===== src/rtl/npc_arb_pkg.sv =====
// Shared types for the IFU/LSU memory port arbiter: FSM state and owner encodings.
package npc_arb_pkg;

    typedef enum logic [1:0] {
        StIdle = 2'd0,
        StReq  = 2'd1,
        StWait = 2'd2
    } state_e;

    typedef enum logic {
        OWN_IFU = 1'b0,
        OWN_LSU = 1'b1
    } owner_e;

endpackage


===== src/rtl/arb_pick.sv =====
// Combinational grant picker for the memory port arbiter.
// Fixed LSU priority by default; ARB_ROUND_ROBIN_EN alternates between simultaneous requesters.
module arb_pick
    import npc_arb_pkg::*;
(
    input  logic   ifu_valid,
    input  logic   lsu_valid,
    input  owner_e last_served,
    output owner_e grant
);

`ifdef ARB_ROUND_ROBIN_EN
    always_comb begin
        grant = OWN_IFU;
        if (ifu_valid && lsu_valid) begin
            grant = (last_served == OWN_LSU) ? OWN_IFU : OWN_LSU;
        end else if (lsu_valid) begin
            grant = OWN_LSU;
        end
    end
`else
    logic unused_last;
    assign unused_last = last_served;

    // IFU only wins when the LSU is silent.
    always_comb begin
        grant = OWN_IFU;
        if (lsu_valid) begin
            grant = OWN_LSU;
        end
    end
`endif

endmodule


===== src/rtl/mem_port_arbiter.sv =====
// Serialises IFU fetches and LSU loads/stores onto one memory port, one transaction at a time.
// Optional ARB_ROUND_ROBIN_EN swaps fixed LSU priority for last-served round-robin.
module mem_port_arbiter
    import npc_arb_pkg::*;
#(
    parameter int unsigned ADDR_W = 32,
    parameter int unsigned DATA_W = 64
) (
    input  logic                clk,
    input  logic                rst,

    input  logic                ifu_req_valid,
    output logic                ifu_req_ready,
    input  logic [ADDR_W-1:0]   ifu_addr,
    input  logic                ifu_flush,
    output logic                ifu_rsp_valid,
    output logic [DATA_W-1:0]   ifu_rsp_data,

    input  logic                lsu_req_valid,
    output logic                lsu_req_ready,
    input  logic [ADDR_W-1:0]   lsu_addr,
    input  logic                lsu_wen,
    input  logic [DATA_W-1:0]   lsu_wdata,
    input  logic [DATA_W/8-1:0] lsu_wmask,
    output logic                lsu_rsp_valid,
    output logic [DATA_W-1:0]   lsu_rsp_data,

    output logic                mem_req_valid,
    input  logic                mem_req_ready,
    output logic [ADDR_W-1:0]   mem_addr,
    output logic                mem_wen,
    output logic [DATA_W-1:0]   mem_wdata,
    output logic [DATA_W/8-1:0] mem_wmask,
    input  logic                mem_rsp_valid,
    input  logic [DATA_W-1:0]   mem_rsp_data
);

    state_e state_q;
    owner_e owner_q;
    logic   drop_q;
    owner_e grant;
    owner_e last_served;
    logic   flush_hit;

`ifdef ARB_ROUND_ROBIN_EN
    owner_e last_q;
    assign last_served = last_q;
`else
    assign last_served = OWN_LSU;
`endif

    arb_pick u_pick (
        .ifu_valid   (ifu_req_valid),
        .lsu_valid   (lsu_req_valid),
        .last_served (last_served),
        .grant       (grant)
    );

    assign flush_hit = ifu_flush && (owner_q == OWN_IFU);

    always_ff @(posedge clk) begin
        if (rst) begin
            state_q <= StIdle;
            owner_q <= OWN_IFU;
            drop_q  <= 1'b0;
`ifdef ARB_ROUND_ROBIN_EN
            last_q  <= OWN_LSU;
`endif
        end else begin
            unique case (state_q)
                StIdle: begin
                    if (ifu_req_valid || lsu_req_valid) begin
                        owner_q <= grant;
                        state_q <= StReq;
`ifdef ARB_ROUND_ROBIN_EN
                        last_q  <= grant;
`endif
                    end
                end
                StReq: begin
                    if (flush_hit) begin
                        drop_q <= 1'b1;
                    end
                    if (mem_req_ready) begin
                        state_q <= StWait;
                    end
                end
                StWait: begin
                    if (mem_rsp_valid) begin
                        state_q <= StIdle;
                        drop_q  <= 1'b0;
                    end else if (flush_hit) begin
                        drop_q <= 1'b1;
                    end
                end
                default: state_q <= StIdle;
            endcase
        end
    end

    logic in_req;
    logic rsp_fire;

    // Reset gates every handshake output so nothing leaks while rst is high.
    assign in_req   = !rst && (state_q == StReq);
    assign rsp_fire = !rst && (state_q == StWait) && mem_rsp_valid;

    always_comb begin
        mem_req_valid = in_req;
        mem_addr      = '0;
        mem_wen       = 1'b0;
        mem_wdata     = '0;
        mem_wmask     = '0;
        if (in_req) begin
            if (owner_q == OWN_LSU) begin
                mem_addr  = lsu_addr;
                mem_wen   = lsu_wen;
                mem_wdata = lsu_wdata;
                mem_wmask = lsu_wmask;
            end else begin
                mem_addr  = ifu_addr;
            end
        end
    end

    assign ifu_req_ready = in_req && (owner_q == OWN_IFU) && mem_req_ready;
    assign lsu_req_ready = in_req && (owner_q == OWN_LSU) && mem_req_ready;

    // A flush landing in the response cycle itself also kills that response.
    assign ifu_rsp_valid = rsp_fire && (owner_q == OWN_IFU) && !drop_q && !ifu_flush;
    assign lsu_rsp_valid = rsp_fire && (owner_q == OWN_LSU);

    assign ifu_rsp_data = mem_rsp_data;
    assign lsu_rsp_data = mem_rsp_data;

endmodule


===== config.mk =====
export PLATFORM = sky130hd
export DESIGN_NAME = mem_port_arbiter
export DESIGN_NICKNAME = d
export VERILOG_FILES = /design/src/rtl/npc_arb_pkg.sv /design/src/rtl/arb_pick.sv /design/src/rtl/mem_port_arbiter.sv
export SDC_FILE = /design/constraint.sdc
export NUM_CORES = 1
export LEC_CHECK = 0
export BUFFER_PORTS_ARGS = -buffer_cell sky130_fd_sc_hd__buf_2
export CORE_AREA = 2 2 173 175
export CTS_CLUSTER_DIAMETER = 150
export DETAILED_ROUTE_END_ITERATION = 6
export DIE_AREA = 0 0 175 177
export PLACE_DENSITY = 0.33
export SETUP_SLACK_MARGIN = 0.1
export SLEW_MARGIN = 10
export SYNTH_ARGS = -nofsm -noshare
export SYNTH_HDL_FRONTEND = slang
export SYNTH_HIERARCHICAL = 1
export SYNTH_SLANG_ARGS = --single-unit

===== constraint.sdc =====
create_clock -name clk -period 1.71 [get_ports clk]
set_input_delay 0.171 -clock clk [delete_from_list [all_inputs] [get_ports clk]]
set_output_delay 0.171 -clock clk [all_outputs]
set_load 0.05 [all_outputs]

# Yosys cells after proc, flatten, opt, wreduce, memory -nomap -nowiden
# Index checks and enable logic that the tools add are counted.
# word_totals
word_cells	45
output_inout_bits	238
in_bits	208
ff_bits	4
# classes
n_mux	16
eq_ne	5
reduce_logical	20
bitwise_logic	1
# ops
operator	count
two-way mux 64 bit	2
two-way mux 32 bit	2
two-way mux 8 bit	2
logical AND 1 bit	12
two-way mux 2 bit	3
inequality test 2 bit (second input constant)	3
case mux 2 bit (3 select lines)	1
two-way mux 1 bit	5
logical NOT 1 bit	3
AND reduction 3 bit	1
== test 2 x 1 -> 1 bit (second input constant)	1
== test 2 bit (second input constant)	1
logical NOT 2 bit	1
case mux 1 bit (2 select lines)	1
AND reduction 2 bit	1
nonzero test 2 bit	1
logical OR 1 bit	1
inverter 1 bit	1

# Logic depth before layout (Yosys ltp)
# Gate-level depths: netlist of the first run.
# logic_depth
ltp_word	6
mapped_depth	8
depth_no_buf	5

# By module
# The synthesis of the first run kept the hierarchy.
# modules_own_cells
module	cells_each	area_each_um2	instances	seq_area_each_um2
mem_port_arbiter	323	2294.7	1	80.1
arb_pick	1	7.5	1	0.0

# Worst setup path before layout of the first run
# No wires, ideal clock.
# synth_timing
path_type	register to output
startpoint	register owner_q
endpoint	output ifu_rsp_valid
stages_incl_launch_ff	4
path_slack_ns	-0.606
arrival_time_ns	2.145
path_buffers	2
required_ns	1.539
cell_sequence	dfxtp_1 -> buf_2 -> buf_2 -> nor4_1
# synth_between
elab_chain_len	4
# synth_lines
element	line	text
start, declared	mem_port_arbiter.sv:39	owner_e owner_q;
start signal, assigned	mem_port_arbiter.sv:73	owner_q <= grant;
inverter 1 bit	mem_port_arbiter.sv:130	assign ifu_rsp_valid = rsp_fire && (owner_q == OWN_IFU) && !drop_q && !ifu_flush;
logical AND 1 bit (3 in series)	mem_port_arbiter.sv:130	
end, declared	mem_port_arbiter.sv:16	output logic ifu_rsp_valid,
# Every way passes these cells.

# Final worst setup path of the first run
# layout_timing
startpoint	register state_q[1]
endpoint	output mem_wdata[52]
# layout_between
elab_chain_len	3
# layout_lines
element	line	text
start, declared	mem_port_arbiter.sv:38	state_e state_q;
start signal, assigned	mem_port_arbiter.sv:63	state_q <= StIdle;
start signal, assigned	mem_port_arbiter.sv:74	state_q <= StReq;
start signal, assigned	mem_port_arbiter.sv:85	state_q <= StWait;
== test 2 x 1 -> 1 bit	mem_port_arbiter.sv:105	assign in_req = !rst && (state_q == StReq);
logical AND 1 bit	mem_port_arbiter.sv:105	
two-way mux 64 bit	mem_port_arbiter.sv:114	if (in_req) begin
end, declared	mem_port_arbiter.sv:32	output logic [DATA_W-1:0] mem_wdata,
# Every way passes these cells.

==> results of run 1 <==
-- worst max-delay path, delay by kind of cell, from the launching register on --
kind	cells	cell delay, ns
flops	1	0.32
buf+inv	5	0.51
simple gates	2	0.32
fa+ha+maj	1	0.16
-- per-layer routing --
metal  part of all wire [%]  GRT usage, %  vias up  routed length (µm)
met3                     10          2.21       44                1220
met4                    3.7          3.06        0                 439
met1                     36          6.57     1200                4320
li1                       -             -     1222                   -
met5                      0             0        -                   0
met2                     50          11.2      204                6040
-- cells in the final DEF (no fill, tap or decap), drive strengths merged --
cell type / n
a311oi: 2
a31oi: 2
and3: 75
buf: 281
clkbuf: 7
dfxtp: 4
diode: 2
ha: 4
inv: 5
mux2i: 34
nand2b: 5
nand3b: 1
nor2: 34
nor4: 1
o211a: 1
o21ai: 1
or2: 1
-- repair_timing --
action / in CTS / in global routing
setup buffers: 11 / 1
gates resized for setup: 284 / 93
cloned: 5 / 4
pin swaps: 5 / 6
endpoints found under the hold margin: 0 / 0
endpoints found under the setup margin: 110 / 109
-- flip-flops by register name, indices dropped and copies added (netlist names) --
| name | count |
|---|---|
| drop_q | 1 |
| state_q | 2 |
| owner_q | 1 |
-- final cells by class --
cell class / count / area share [%]
well taps: 390 / 10.1
repair buffers: 284 / 54.9
flip-flops and latches: 4 / 1.79
inverters: 5 / 0.596
multi-input cells: 161 / 30.8
diodes: 2 / 0.104
clock buffers: 4 / 1.63
-- stage by stage --
step	utilization [%]	instance area (µm²)	power, mW
after floorplan	-	2380	1.76
after global placement	10.7	3140	1.33
after detailed placement	10.7	3140	1.33
after CTS	15.0	4390	2.23
after global routing	16.5	4830	2.57
final	16.5	4830	2.44
-- power groups by stage --
| stage | Sequential, mW | Clock [mW] | Combinational (mW) |
|---|---|---|---|
| 6_report | 0.144 | 0.382 | 1.92 |
| 5_1_grt | 0.148 | 0.393 | 2.03 |
| 4_1_cts | 0.139 | 0.387 | 1.71 |
| 3_5_place_dp | 0.129 | 0 | 1.20 |
| 3_3_place_gp | 0.128 | 0 | 1.21 |
| 2_1_floorplan | 0.125 | 0 | 1.63 |
-- worst min-delay path by stage --
| stage | end | cells past startpoint |
|---|---|---|
| 6_report | drop_q$_SDFFE_PP0P_ | 2 |
| 5_1_grt | drop_q$_SDFFE_PP0P_ | 2 |
| 4_1_cts | drop_q$_SDFFE_PP0P_ | 2 |
| 3_5_place_dp | ifu_rsp_data[11] | 0 |
| 3_3_place_gp | ifu_rsp_data[11] | 0 |
| 2_1_floorplan | drop_q$_SDFFE_PP0P_ | 1 |
==> impl_metrics.toml, run 1 <==
[route]
final_antenna_net_count = 0
drt_iter0_drc = 43
dr.pass1.iters = 4
wl_um = 12000
vias = 2670
route.detailed.drc = 0
viasPerCell = 3.14
post_drt_wl_per_cell_um = 14.1

[setup_path]
cp.arrival_ns = 1.57
path_max_fanout = 20
crit_path_max_incr_delay_ns = 0.32
reg2reg_to = "state_q[1]$_SDFFE_PP0P_"
crit_chain = "inv_2, ha_4, nand2b_4, inv_8, buf_12, buf_12, and3_2, buf_6"
crit_path_start_kind = "register"
reg2reg_from = "state_q[0]$_SDFFE_PP0P_"
rrSetupSlack_ns = 0.41
worstSetupEndpointType = "output pin"
crit_required_ns = 1.54
crit_path_start = "state_q[1]$_SDFFE_PP0P_"
criticalPathCategory = "reg2out"
crit_top_cell = "buf_12"
slowest_stage = "dfxtp_2"
rr_worst_depth = 7
critPathCapture = "mem_wdata[52]"

[floorplan]
die-area_mm2 = 0.0310
start_util_pct = 7.86
core.rowCount = 63
coreArea_mm2 = 0.0292
pin_count = 446
die_x_um = 175
die_h_um = 177

[global_route]
overflow = 0
grt_pass1_vias = 2613
grt_use_total_pct = 6.29
grt_pass1_wl_um = 14900
antenna_found_initial = 1
grt_max_degree = 71

[sta]
period_share_pct = 102
fin_setup_tns_ns = -0.363
fmaxAchievable_mhz = 575
maxSlewHeadroom_pct = 75.8
maxSlewViolCount = 0
worst_slack_ns = -0.0284
post-route-min-period_ns = 1.74
fin_skew_ns = 0.000311
finalHoldViolations = 0
setup_viol = 29
worstMarginPinSlew_ns = 0.353
hold_slack_ns = 0.181
grt_setup_unrepaired = "true"

[placed_design]
globalplace.congestion = 0.660
io_buffers = 253
dp.cells = 823
pre_cts_ws_ns = 0.0623
dp_hpwl_um = 7750

[logic_synthesis]
synthCells = 323
netlist_area_mm2 = 0.00230
syn-mean-instance-area_um2 = 7.12
yosysWarnings = 6
syn_nets = 535

[run_status]
failed_checks = "setup timing"
status = "complete, but fails checks"

[pwr]
peakVddDrop_uv = 368
intPower_mw = 1.30
pwr-share-comb_pct = 78.5
p_sw_mw = 1.14
power_frac_clock_pct = 15.6
leakage_nw = 2.25
pwr-share-seq_pct = 5.9
powerDensity_mw_per_mm2 = 506
swShare_pct = 46.8

[layout]
drive_gt1_share_pct = 85.8
multi_input_area_mm2 = 0.00149
register_area_um2 = 86.3
fin_nets = 671
fin_cells = 850
fill_cells = 3293
area_growth_pct = 110

[clocking]
cts_hold_buf = 0
insertion_delay_ns = 0.23
clockBufferDepth = 2
htreeDepth = 1
cts_made_buffers = 3
cts_root_buffer = "clkbuf_16"
cts_tree = "done"
cts.sinks = 4
cts.clk_slew.worst_paths_ns = 0.03

[min_path]
hold_path_class = "in2reg"
min_from = "mem_rsp_valid"

[job]
cap_violations = 0
(Power assumes the default switching activity.)
==> run 2, diff against run 1 <==
--- a/config.mk
+++ b/config.mk
@@ -12,6 +12,7 @@
 export DIE_AREA = 0 0 175 177
 export PLACE_DENSITY = 0.33
 export SETUP_SLACK_MARGIN = 0.1
+export SKIP_LAST_GASP = 1
 export SLEW_MARGIN = 10
 export SYNTH_ARGS = -nofsm -noshare
 export SYNTH_HDL_FRONTEND = slang
==> impl_metrics.toml, run 2 (synthesis results as in run 1) <==
[setup_path]
critical_path_buf_inv_count = 5
worst_path_dominant_cell_family = "buffers and inverters"
crit_top_cell = "buf_12"
path_max_fanout = 19
crit_path_start_kind = "register"
slowest_stage = "dfxtp_2"
crit_chain = "inv_2, ha_4, nand2b_4, inv_8, buf_12, buf_12, and3_2, buf_6"
crit_path_max_incr_delay_ns = 0.32
cp.arrival_ns = 1.57
worstSetupEndpointType = "output pin"
crit_required_ns = 1.54
rrSetupSlack_ns = 0.41
criticalPathCategory = "reg2out"

[route]
route.detailed.drc = 0
viasPerCell = 3.12
wl_um = 11800
drt_iter0_drc = 59
post_drt_wl_per_cell_um = 13.9
vias = 2651
dr.pass1.iters = 4
final_antenna_net_count = 0

[floorplan]
die_h_um = 177
coreArea_mm2 = 0.0292
core.rowCount = 63
pin_count = 446
die-area_mm2 = 0.0310
die_x_um = 175
start_util_pct = 7.86

[pwr]
p_total_mw = 2.35
power_frac_clock_pct = 16.3
pwr-share-comb_pct = 77.6
leakage_nw = 2.22
p_sw_mw = 1.10
pwr-share-seq_pct = 6.1
powerDensity_mw_per_mm2 = 505
swShare_pct = 46.6
intPower_mw = 1.26
peakVddDrop_uv = 367

[layout]
final_common_cell = "buf_2"
regMostFlops = "state_q"
largest_register_ffs = 2
drive_gt1_share_pct = 81.9
fin_cells = 849
fill_cells = 3303
finish.instance_area_mm2 = 0.00466
reg_top3 = "state_q (2), drop_q (1), owner_q (1)"
fin_nets = 671
layout_common_cells = "buf_2 (143), buf_6 (74), buf_8 (34)"
area_growth_pct = 103
post-route-util_pct = 15.9

[sta]
fin_skew_ns = 0.000323
maxSlewHeadroom_pct = 79.0
maxSlewViolCount = 0
fin_setup_tns_ns = -0.267
setup_viol = 19
fmaxAchievable_mhz = 575
finalHoldViolations = 0
worstMarginPinSlew_ns = 0.309
hold_slack_ns = 0.181
grt_setup_unrepaired = "true"
worst_slack_ns = -0.0292
period_share_pct = 102
post-route-min-period_ns = 1.74

[clocking]
insertion_delay_ns = 0.23
cts_made_buffers = 3
cts.clk_slew.worst_paths_ns = 0.03
cts.sinks = 4
clockBufferDepth = 2
cts_root_buffer = "clkbuf_16"
cts_tree = "done"
htreeDepth = 1

[placed_design]
io_buffers = 253
globalplace.congestion = 0.660
postPlaceCellArea_mm2 = 0.00314
pre_cts_ws_ns = 0.0623
dp_hpwl_um = 7750
dp.cells = 823

[run_status]
status = "complete, but fails checks"
failed_checks = "setup timing"

[global_route]
antenna_found_initial = 1
grt_pass1_vias = 2534
grt_max_degree = 71
grt_use_total_pct = 6.10
overflow = 0
grt_pass1_wl_um = 14400

[job]
cap_violations = 0

[min_path]
hold_path_class = "in2reg"
## run 2: cell types whose count changed in the layout (fill, tap and decap cells not counted), sizes merged
cell   delta
diode     -1
## run 2: power by group through the flow
stage	logic (mW)	registers, mW	clock network [mW]
2_1_floorplan	1.63	0.125	0
3_3_place_gp	1.21	0.128	0
3_5_place_dp	1.20	0.129	0
4_1_cts	1.56	0.139	0.387
5_1_grt	1.93	0.148	0.393
6_report	1.82	0.144	0.382
## run 2: cell type report
type,instances,area (µm²),area share [%]
antenna,1,2.50,0.0537
inverter,5,28.8,0.618
tap,390,488,10.5
multi-input combinational,161,1400,30.0
timing repair buffer,284,2570,55.3
clock buffer,4,78.8,1.69
sequential,4,86.3,1.85
## run 2: worst register-to-register path: stages (launching register included)
cell and delay, ns:
dfxtp_2 0.35, buf_6 0.11, inv_4 0.03, ha_4 0.14, buf_4 0.12, nand2b_1 0.11
o211a_1 0.18, mux2i_1 0.18
## run 2: path summary, 6_finish.rpt
| path | depth (start not counted) | startpoint | to |
|---|---|---|---|
| setup reg to reg | 7 | state_q[0]$_SDFFE_PP0P_ | state_q[1]$_SDFFE_PP0P_ |
| setup / recovery | 8 | state_q[1]$_SDFFE_PP0P_ | mem_wdata[52] |
| hold / removal | 2 | mem_rsp_valid | drop_q$_SDFFE_PP0P_ |
| hold reg to reg | 2 | drop_q$_SDFFE_PP0P_ | drop_q$_SDFFE_PP0P_ |
## run 2: routing by layer
metal,vias to the layer above,global-route usage (%),routed length (µm)
li1,1221,-,-
met1,1182,6.27,4240
met2,204,10.9,5910
met3,44,2.21,1200
met4,0,3.19,473
met5,-,0,0
## run 2: timing repair
action                                  4_1_cts  5_1_grt
gates cloned                                  5        4
hold buffers                                  0        0
buffers inserted                             11        1
resized for setup                           177      182
endpoints found under the setup margin      110      109
pin swaps                                     4        4
==> run 3, diff against run 2 <==
--- a/config.mk
+++ b/config.mk
@@ -10,7 +10,7 @@
 export CTS_CLUSTER_DIAMETER = 150
 export DETAILED_ROUTE_END_ITERATION = 6
 export DIE_AREA = 0 0 175 177
-export PLACE_DENSITY = 0.33
+export GPL_TIMING_DRIVEN = 0
 export SETUP_SLACK_MARGIN = 0.1
 export SKIP_LAST_GASP = 1
 export SLEW_MARGIN = 10
==> impl_metrics.toml, run 3 (synthesis results as in run 1) <==
[run_status]
status = "complete, but fails checks"
failed_checks = "setup timing"

[floorplan]
die-area_mm2 = 0.0310
start_util_pct = 7.86
pin_count = 446
coreArea_mm2 = 0.0292
die_h_um = 177
core.rowCount = 63
die_x_um = 175

[pwr]
p_total_mw = 3.46
pwr-share-seq_pct = 3.9
leakage_nw = 3.41
intPower_mw = 1.62
swShare_pct = 53.1
pwr-share-comb_pct = 85.6
p_sw_mw = 1.84
powerDensity_mw_per_mm2 = 518
power_frac_clock_pct = 10.5
peakVddDrop_uv = 500

[layout]
layout_common_cells = "buf_2 (271), buf_4 (137), buf_8 (64)"
finish.instance_area_mm2 = 0.00667
regMostFlops = "state_q"
largest_register_ffs = 2
reg_top3 = "state_q (2), drop_q (1), owner_q (1)"
final_common_cell = "buf_2"
fin_nets = 935
insertedDiodeCount = 0
area_growth_pct = 190
drive_gt1_share_pct = 91.8

[global_route]
grt_max_degree = 11
antenna_found_initial = 0
grt_util_met1_pct = 9.06
grt_use_met2_pct = 15.9
overflow = 0
busiest_layer = "met2"
grt_use_total_pct = 7.91
grt_pass1_wl_um = 19000
grt_use_met3_pct = 0.773
grt_pass1_vias = 3481

[clocking]
cts_tree = "done"
insertion_delay_ns = 0.22
cts.sinks = 4
cts.clk_slew.worst_paths_ns = 0.03
htreeDepth = 1
cts_made_buffers = 3
cts_root_buffer = "clkbuf_16"
cts_hold_buf = 0
clockBufferDepth = 2

[job]
cap_violations = 0

[setup_path]
crit_path_start = "state_q[0]$_SDFFE_PP0P_"
worstSetupEndpointType = "output pin"
critPathCapture = "mem_wdata[16]"
rrSetupSlack_ns = 0.40
criticalPathCategory = "reg2out"
rr_worst_depth = 7
crit_path_start_kind = "register"
reg2reg_from = "state_q[1]$_SDFFE_PP0P_"
cp.arrival_ns = 1.64
path_max_fanout = 10
crit_required_ns = 1.54
reg2reg_to = "state_q[1]$_SDFFE_PP0P_"

[route]
dr.pass1.iters = 4
vias = 3565
viasPerCell = 3.21
route.detailed.drc = 0
post_drt_wl_per_cell_um = 13.1
wl_um = 14500
drt_iter0_drc = 34
final_antenna_net_count = 0

[sta]
post-route-min-period_ns = 1.81
fmaxAchievable_mhz = 551
finalHoldViolations = 0
worstMarginPinSlew_ns = 0.431
grt_setup_unrepaired = "true"
maxSlewViolCount = 0
period_share_pct = 106
worst_slack_ns = -0.104
fin_skew_ns = 0.000171
setup_viol = 63
fin_setup_tns_ns = -3.68
maxSlewHeadroom_pct = 71.3

[placed_design]
dp_hpwl_um = 11400
globalplace.congestion = 0.737
io_buffers = 381
postPlaceCellArea_mm2 = 0.00478

[min_path]
hold_path_class = "in2reg"
[run 3: layout make-up]
cell class	count	area (µm²)
fill	3152	22600
timing repair buffer	395	3050
multi-input combinational	161	1690
buffer	153	1260
tap	390	488
sequential	4	85.1
clock buffer	3	75.1
inverter	5	26.3
[run 3: worst max-delay path: stages, from the launching register on]
cell and delay (ns):
dfxtp_4 0.37, ha_4 0.15, nand2b_4 0.05, buf_8 0.13, inv_8 0.07, buf_12 0.15, buf_8 0.12, and3_4 0.21
buf_8 0.15
[run 3: power by group through the flow]
stage	clock [mW]	combinational, mW	sequential [mW]
6_report	0.363	2.96	0.136
5_1_grt	0.377	3.10	0.138
4_1_cts	0.367	2.63	0.134
3_5_place_dp	0	2.19	0.127
3_3_place_gp	0	2.18	0.128
2_1_floorplan	0	1.63	0.125
[run 3: repair_timing]
item                                    in CTS  in global routing
endpoints found under the setup margin     110                110
gates cloned                                 2                  3
resized for setup                          349                106
pin swaps                                   17                 33
setup buffers                                5                  4
[run 3: how the worst min path moves through the flow]
stage | start | to | slack, ns | cells past startpoint
2_1_floorplan | rst | drop_q$_SDFFE_PP0P_ | 0.24 | 1
3_3_place_gp | mem_rsp_valid | drop_q$_SDFFE_PP0P_ | 0.41 | 2
3_5_place_dp | mem_rsp_valid | drop_q$_SDFFE_PP0P_ | 0.41 | 2
4_1_cts | mem_rsp_valid | drop_q$_SDFFE_PP0P_ | 0.18 | 2
5_1_grt | mem_rsp_valid | drop_q$_SDFFE_PP0P_ | 0.19 | 2
6_report | mem_rsp_valid | drop_q$_SDFFE_PP0P_ | 0.18 | 2
[run 3: routing by layer]
metal  share of wire [%]  wire length (µm)  vias to the layer above
li1                    -                 -                     1745
met1                  37              5430                     1605
met2                  56              8090                      211
met3                 6.5               947                        4
met4                0.37                54                        0
met5                   0                 0                        -
[run 3: stage by stage]
stage	cells	worst slack [ns]	util [%]	hold WS, ns
3_5_place_dp	1094	-0.418	16.3	0.411
5_1_grt	1111	-0.170	22.8	0.188
4_1_cts	1104	-0.138	20.8	0.180
6_report	1111	-0.104	22.8	0.184
2_1_floorplan	323	-0.0241	-	0.243
3_3_place_gp	1094	-0.398	16.3	0.408
